--- config.mk ---
export PLATFORM = sky130hd
export DESIGN_NAME = unsigned_mul_8x8_ha_array_acc
export DESIGN_NICKNAME = d
export VERILOG_FILES = /design/src/rtl/unsigned_mul_8x8_ha_array_acc.sv
export SDC_FILE = /design/constraint.sdc
export NUM_CORES = 1
export LEC_CHECK = 0
export ABC_CLOCK_PERIOD_IN_PS = 7200
export CORE_MARGIN = 2
export CORE_UTILIZATION = 36
export DETAILED_ROUTE_END_ITERATION = 10
export DONT_BUFFER_PORTS = 1
export MAX_ROUTING_LAYER = met4
export PLACE_DENSITY_LB_ADDON = 0.2
export SKIP_CTS_REPAIR_TIMING = 1
export SYNTH_ARGS = -nofsm -noshare
export SYNTH_HDL_FRONTEND = slang
export SYNTH_SLANG_ARGS = --single-unit
--- constraint.sdc ---
create_clock -name clk -period 7.2 [get_ports clk]
set_input_delay 1.08 -clock clk [delete_from_list [all_inputs] [get_ports clk]]
set_output_delay 1.08 -clock clk [all_outputs]
set_load 0.05 [all_outputs]
--- src/rtl/unsigned_mul_8x8_ha_array_acc.sv ---
// unsigned_mul_8x8_ha_array_acc: weights and accumulates the four HA-array row pairs into a 16-bit product
module unsigned_mul_8x8_ha_array_acc #(
  parameter int ROWS_PER_CYCLE = 1
) (
  input  logic        clk,
  input  logic        rst,
  input  logic        in_valid,
  output logic        in_ready,
  input  logic [6:0]  ha_array_0_b,
  input  logic [6:0]  ha_array_1_b,
  input  logic [6:0]  ha_array_2_b,
  input  logic [6:0]  ha_array_3_b,
  input  logic [8:0]  ha_array_0_t,
  input  logic [8:0]  ha_array_1_t,
  input  logic [8:0]  ha_array_2_t,
  input  logic [8:0]  ha_array_3_t,
  output logic        out_valid,
  input  logic        out_ready,
  output logic [15:0] product,
  output logic        overflow
);
  localparam int N_ACC = 4 / ROWS_PER_CYCLE;
  generate
    if (ROWS_PER_CYCLE != 1 && ROWS_PER_CYCLE != 2 && ROWS_PER_CYCLE != 4) begin : g_bad_rpc
      $error("ROWS_PER_CYCLE must be 1, 2 or 4");
    end
  endgenerate
  typedef enum logic [1:0] {IDLE, ACC, DONE} state_t;
  state_t state, state_next;
  logic [8:0]  t [4];
  logic [6:0]  b [4];
  logic [16:0] r [4];
  logic [16:0] acc, add;
  logic [1:0]  cnt;
  logic        last;
  assign last      = cnt == 2'(N_ACC - 1);
  assign in_ready  = state == IDLE;
  assign out_valid = state == DONE;
  assign product   = acc[15:0];
  assign overflow  = acc[16];
  always_comb begin
    for (int k = 0; k < 4; k++)
      r[k] = ({8'd0, t[k]} + {8'd0, b[k], 2'b00}) << (2 * k);
  end
  // rows belonging to the current slot, in ascending k
  always_comb begin
    add = '0;
    for (int j = 0; j < 4; j++)
      add = add + ((j / ROWS_PER_CYCLE) == int'(cnt) ? r[j] : 17'd0);
  end
  always_comb begin
    state_next = state == IDLE ? (in_valid ? ACC : IDLE) :
                 state == ACC  ? (last ? DONE : ACC) :
                                 (out_ready ? IDLE : DONE);
  end
  always_ff @(posedge clk) begin
    if (rst) state <= IDLE;
    else     state <= state_next;
  end
  always_ff @(posedge clk) begin
    if (rst) begin
      acc <= '0;
      cnt <= '0;
      for (int k = 0; k < 4; k++) begin
        t[k] <= '0;
        b[k] <= '0;
      end
    end else if (state == IDLE && in_valid) begin
      acc  <= '0;
      cnt  <= '0;
      t[0] <= ha_array_0_t;
      t[1] <= ha_array_1_t;
      t[2] <= ha_array_2_t;
      t[3] <= ha_array_3_t;
      b[0] <= ha_array_0_b;
      b[1] <= ha_array_1_b;
      b[2] <= ha_array_2_b;
      b[3] <= ha_array_3_b;
    end else if (state == ACC) begin
      acc <= acc + add;
      cnt <= cnt + 2'd1;
    end
  end
endmodule

# == Word-level counts from Yosys, hierarchy flattened ==
# Memories as Yosys holds them, arrays and structs flattened.
# Index checks and enable logic that the tools add are counted.
# totals
latch_bits,0
ram_bits,64
romBits,0
inputBits,68
output_inout_bits,19
mem_count,2
elab_cells,54
ff_bits,21
# op_classes
eq_ne,6
n_reduce_logical,4
bitwise_logic,8
n_div,0
muxes,22
n_addsub,9
n_mul,0
n_shift,0
magnitude_cmp,0
# mem_list
memory,words,word_bits,rd,rd_clocked_by_memory_dff,wr,line_no,text
t,4,9,4,0,4,30,logic [8:0] t [4];
b,4,7,4,0,4,31,logic [6:0] b [4];
# ops
op,count
adder 9 x 9 -> 10 bit,4
2-to-1 mux 9 bit,4
2-to-1 mux 7 bit,4
adder 15 x 16 -> 17 bit,1
adder 17 bit,1
2-to-1 mux 16 bit,1
adder 13 x 14 -> 15 bit,1
2-to-1 mux 14 bit,1
adder 10 x 12 -> 13 bit,1
2-to-1 mux 12 bit,1
2-to-1 mux 10 bit,1
2-to-1 mux 2 bit,4
OR 1 bit,8
2-to-1 mux 1 bit,6
"== test 2 bit, first input constant",2
"== test 2 bit, second input constant",2
zero test 2 bit,2
"adder 2 x 1 -> 2 bit, second input constant",1
"== test 1 x 2 -> 1 bit, first input constant",1
"== test 2 x 1 -> 1 bit, second input constant",1
OR reduction 2 bit,1
logical AND 1 bit,1

# == Longest topological paths before layout ==
# An unclocked memory read counts as a cell.
# depth
ltp_word,7
mapped_depth,22
mapped_depth_nobuf,21

# == Worst setup path after synthesis ==
# Ideal clock, no wire load.
# synth_timing
path_kind,reg-to-reg
from,memory b[0][0]
to,register acc[13]
t_required_ns,6.950
path_stages_with_launch,22
arrival_time_ns,4.843
path_slack_ns,2.107
setup_ns,0.250
path_buffers,0
period_less_slack_ns,5.093
path_cell_list,edfxtp_1 -> ha_1 -> fa_1 -> a21o_1 -> a21oi_1 -> o21bai_1 -> a21oi_1 -> xnor2_1 -> nand2_1 -> fa_1 -> inv_1 -> fa_1 -> inv_1 -> fa_1 -> inv_1 -> ha_1 -> and3_2 -> a221oi_2 -> o311ai_0 -> xor2_1 -> nand2_1 -> a21oi_1
# synth_lines
element,line_no,text
start: declaration,31,
end signal: assignment,80,acc <= acc + add;
end: declaration,33,"logic [16:0] acc, add;"

==> run summary <==
Hold crit path type - flip-flop to flip-flop
DRT iter0 DRCs - 185
Synth Instances - 542
GRT overflow - 0
Pin count of the biggest net entering global routing - 82
Yosys Warn Count - 0
Crit-path slowest cell - fa_1
Total CTS buffers - 9
Synth unique cells - 44
Crit path top cell by count - fa_1
Met3 wire length - 613 um
DP HPWL - 8370 um
Final-report hold violation count - 0
Clock Tree Buf Depth - 2
RSZ-0062 raised after global routing - false
Clk_lat worst skew - 0.35 ns
Core Rows - 46
Clk pwr share - 33.6%
DRT antenna net count - 0
Vias/cell - 4.73
Fraction of registers with async set/reset - 0%
Fill cell count - 1558
Layout cells sized above 1 - 4.23%
WL met2 - 5220 um
Setup TNS - 0 ns
Crit-path cells - ha_1 -> fa_1 -> a21o_1 -> a21oi_1 -> o21bai_1 -> a21oi_1 -> xnor2_1 -> nand2_1 -> fa_1 -> inv_1 -> fa_1 -> inv_1 -> fa_1 -> inv_1 -> ha_1 -> and3_2 -> a221oi_2 -> nor3_1 -> nor3_1 -> nor4_1 -> a311o_1
Synth top area share - 33.3%
Root Buffer - clkbuf_16
Non-Filler Instances - 760
Worst-Margin Slew - 1.03 ns
Final min period - 5.46 ns
# IOs - 87
Avg WL per Cell - 14.6 um
Via count - 3598
Synthesized flop and latch total - 85
Worst vdd ir - 0.118 mV
Worst setup margin - 1.74 ns
Area of the multi-input gates - 0.00317 mm2
CP startpoint kind - flip-flop
Critical Path AT - 5.69 ns
TritonCTS clock tree - built
Logic pwr share - 22.0%
Layout area overhead - 8.99%
Leading cell type in the layout, fill and taps excluded - and2_1
Core ar. - 0.0158 mm2
Drt drc - 0
Drt pass-1 iters - 4
Final wirelength - 11100 um
Syn_area_per_cell - 10.6 um2
Status - complete, no violations
Critical path's top delay family - adder cells
Sequential power share - 44.4%
GRT Util Overall - 14.6%
Post-synth top area cell - edfxtp_1
Commonest non-fill, non-tap cells in the layout - and2_1 (80), ha_1 (66), edfxtp_1 (64)
Register area - 0.00234 mm2
Power Internal - 964 uW
Cell Area, Placed - 0.00600 mm2
H-tree depth - 3
PD cells - 218 mW/mm2
Port buffer count - 0
Clock-pin slew of the registers on the worst-case setup and hold paths - 0.06 ns
Number of global-route vias before repair - 3737
Die width - 131 um
Final Cycle Share - 75.8%
Fmax - 0.183 GHz
Worst Skew - 0.00848 ns
CP peak stage delay - 0.53 ns
Final Core Density - 39.8%
Synth Net Count - 705
DP Cell Count - 744
WP buf/inv - 3
Final Max Tran Viols - 0
Pre-CTS setup slack - 1.79 ns
Setup Viol. Count Final - 0
Post-layout instance area - 0.00628 mm2
Crit path kind - flip-flop to flip-flop
Synthesized cell area - 0.00576 mm2
Slew margin rel. - 31.1%
# clock sinks - 85
Pwr Total - 1.37 mW
Starting density of the core - 36.6%
Die area - 0.0170 mm2
Total leakage power - 2.82 nW
Die height - 131 um
Max-cap violations - 0
Sequential area share after synthesis - 40.6%
First-pass GRT wire length - 18400 um
CP required - 7.43 ns
Worst setup EP type - flip-flop
Final nets - 702
Sw Share - 29.6%
Wire length on met1 - 5060 um
Antenna diodes - 0
Fin Hold WS - 0.508 ns
Main synth FF type - edfxtp_1
CP Max Fanout - 5
Switching power of the nets - 405 uW
Number of flops mapped to enable cells by yosys - 64
Highest routed layer - met4
Global placer's final weighted congestion - 0.837
Initial antenna violation count - 0
Synth area leaders - edfxtp_1 (33%), ha_1 (14%), fa_1 (10%)
-- per-layer routing --
layer / GRT usage, % / vias to the layer above
li1: - / 1825
met1: 18.1 / 1701
met2: 22.9 / 60
met3: 3.91 / 12
met4: 5.76 / 0
met5: - / -
-- worst paths after layout --
| kind | start | to | slack [ns] | cells after the start |
|---|---|---|---|---|
| worst min-delay path | cnt[1] | cnt[1] | 0.51 | 2 |
| worst max register to register | b[0][0] | acc[15] | 1.74 | 21 |
| worst max-delay path | b[0][0] | acc[15] | 1.74 | 21 |
| worst min register to register | cnt[1] | cnt[1] | 0.51 | 2 |
-- Yosys cell counts (11+ instances only) --
cell type	count
a21oi_1	37
and2_1	80
o21ai_0	14
nor2_1	14
edfxtp_1	64
clkbuf_1	15
inv_1	52
xnor2_1	19
nand2_1	47
dfxtp_1	21
a21o_1	11
fa_1	29
ha_1	66
-- cell type report --
type                       count  share of cell area [%]
tap                          216                    4.30
timing repair buffer           2                   0.239
clock buffer                  12                    3.76
multi-input combinational    388                    50.4
clock inverter                 4                   0.797
inverter                      53                    3.17
sequential                    85                    37.3
-- power groups by stage --
stage	clock (mW)	sequential (mW)	combinational (mW)
global route	0.488	0.613	0.357
detailed placement	0	0.620	0.304
finish	0.459	0.608	0.302
floorplan	0	0.613	0.248
CTS	0.472	0.610	0.309
global placement	0	0.619	0.301
-- worst register-to-register path, cell delays in order, from the launching register on --
cell and delay (ns):
edfxtp_1 0.37, ha_1 0.23, fa_1 0.40, a21o_1 0.20, a21oi_1 0.21, o21bai_1 0.09, a21oi_1 0.18, xnor2_1 0.14
nand2_1 0.09, fa_1 0.52, inv_1 0.05, fa_1 0.52, inv_1 0.06, fa_1 0.53, inv_1 0.04, ha_1 0.36
and3_2 0.25, a221oi_2 0.36, nor3_1 0.11, nor3_1 0.20, nor4_1 0.08, a311o_1 0.35
-- sequential cells by signal (all words and copies together) (netlist names) --
name and flops:
b 28, acc 17, state 2, t 36, cnt 2
-- kinds of logic (layout without fill, tap and decap cells) --
| family | Yosys count | in the layout | synth area share (%) |
|---|---|---|---|
| AND/OR/NAND/NOR | 179 | 179 | 16.8 |
| adder cells (fa/ha/maj) | 95 | 95 | 24.4 |
| flip-flops | 85 | 85 | 40.6 |
| AO/OA/AOI/OAI | 83 | 83 | 8.81 |
| buffers and inverters | 69 | 71 | 4.51 |
| XOR/XNOR | 27 | 27 | 4.10 |
| multiplexers | 4 | 4 | 0.738 |
No activity file was read; power rests on OpenSTA's default activity.
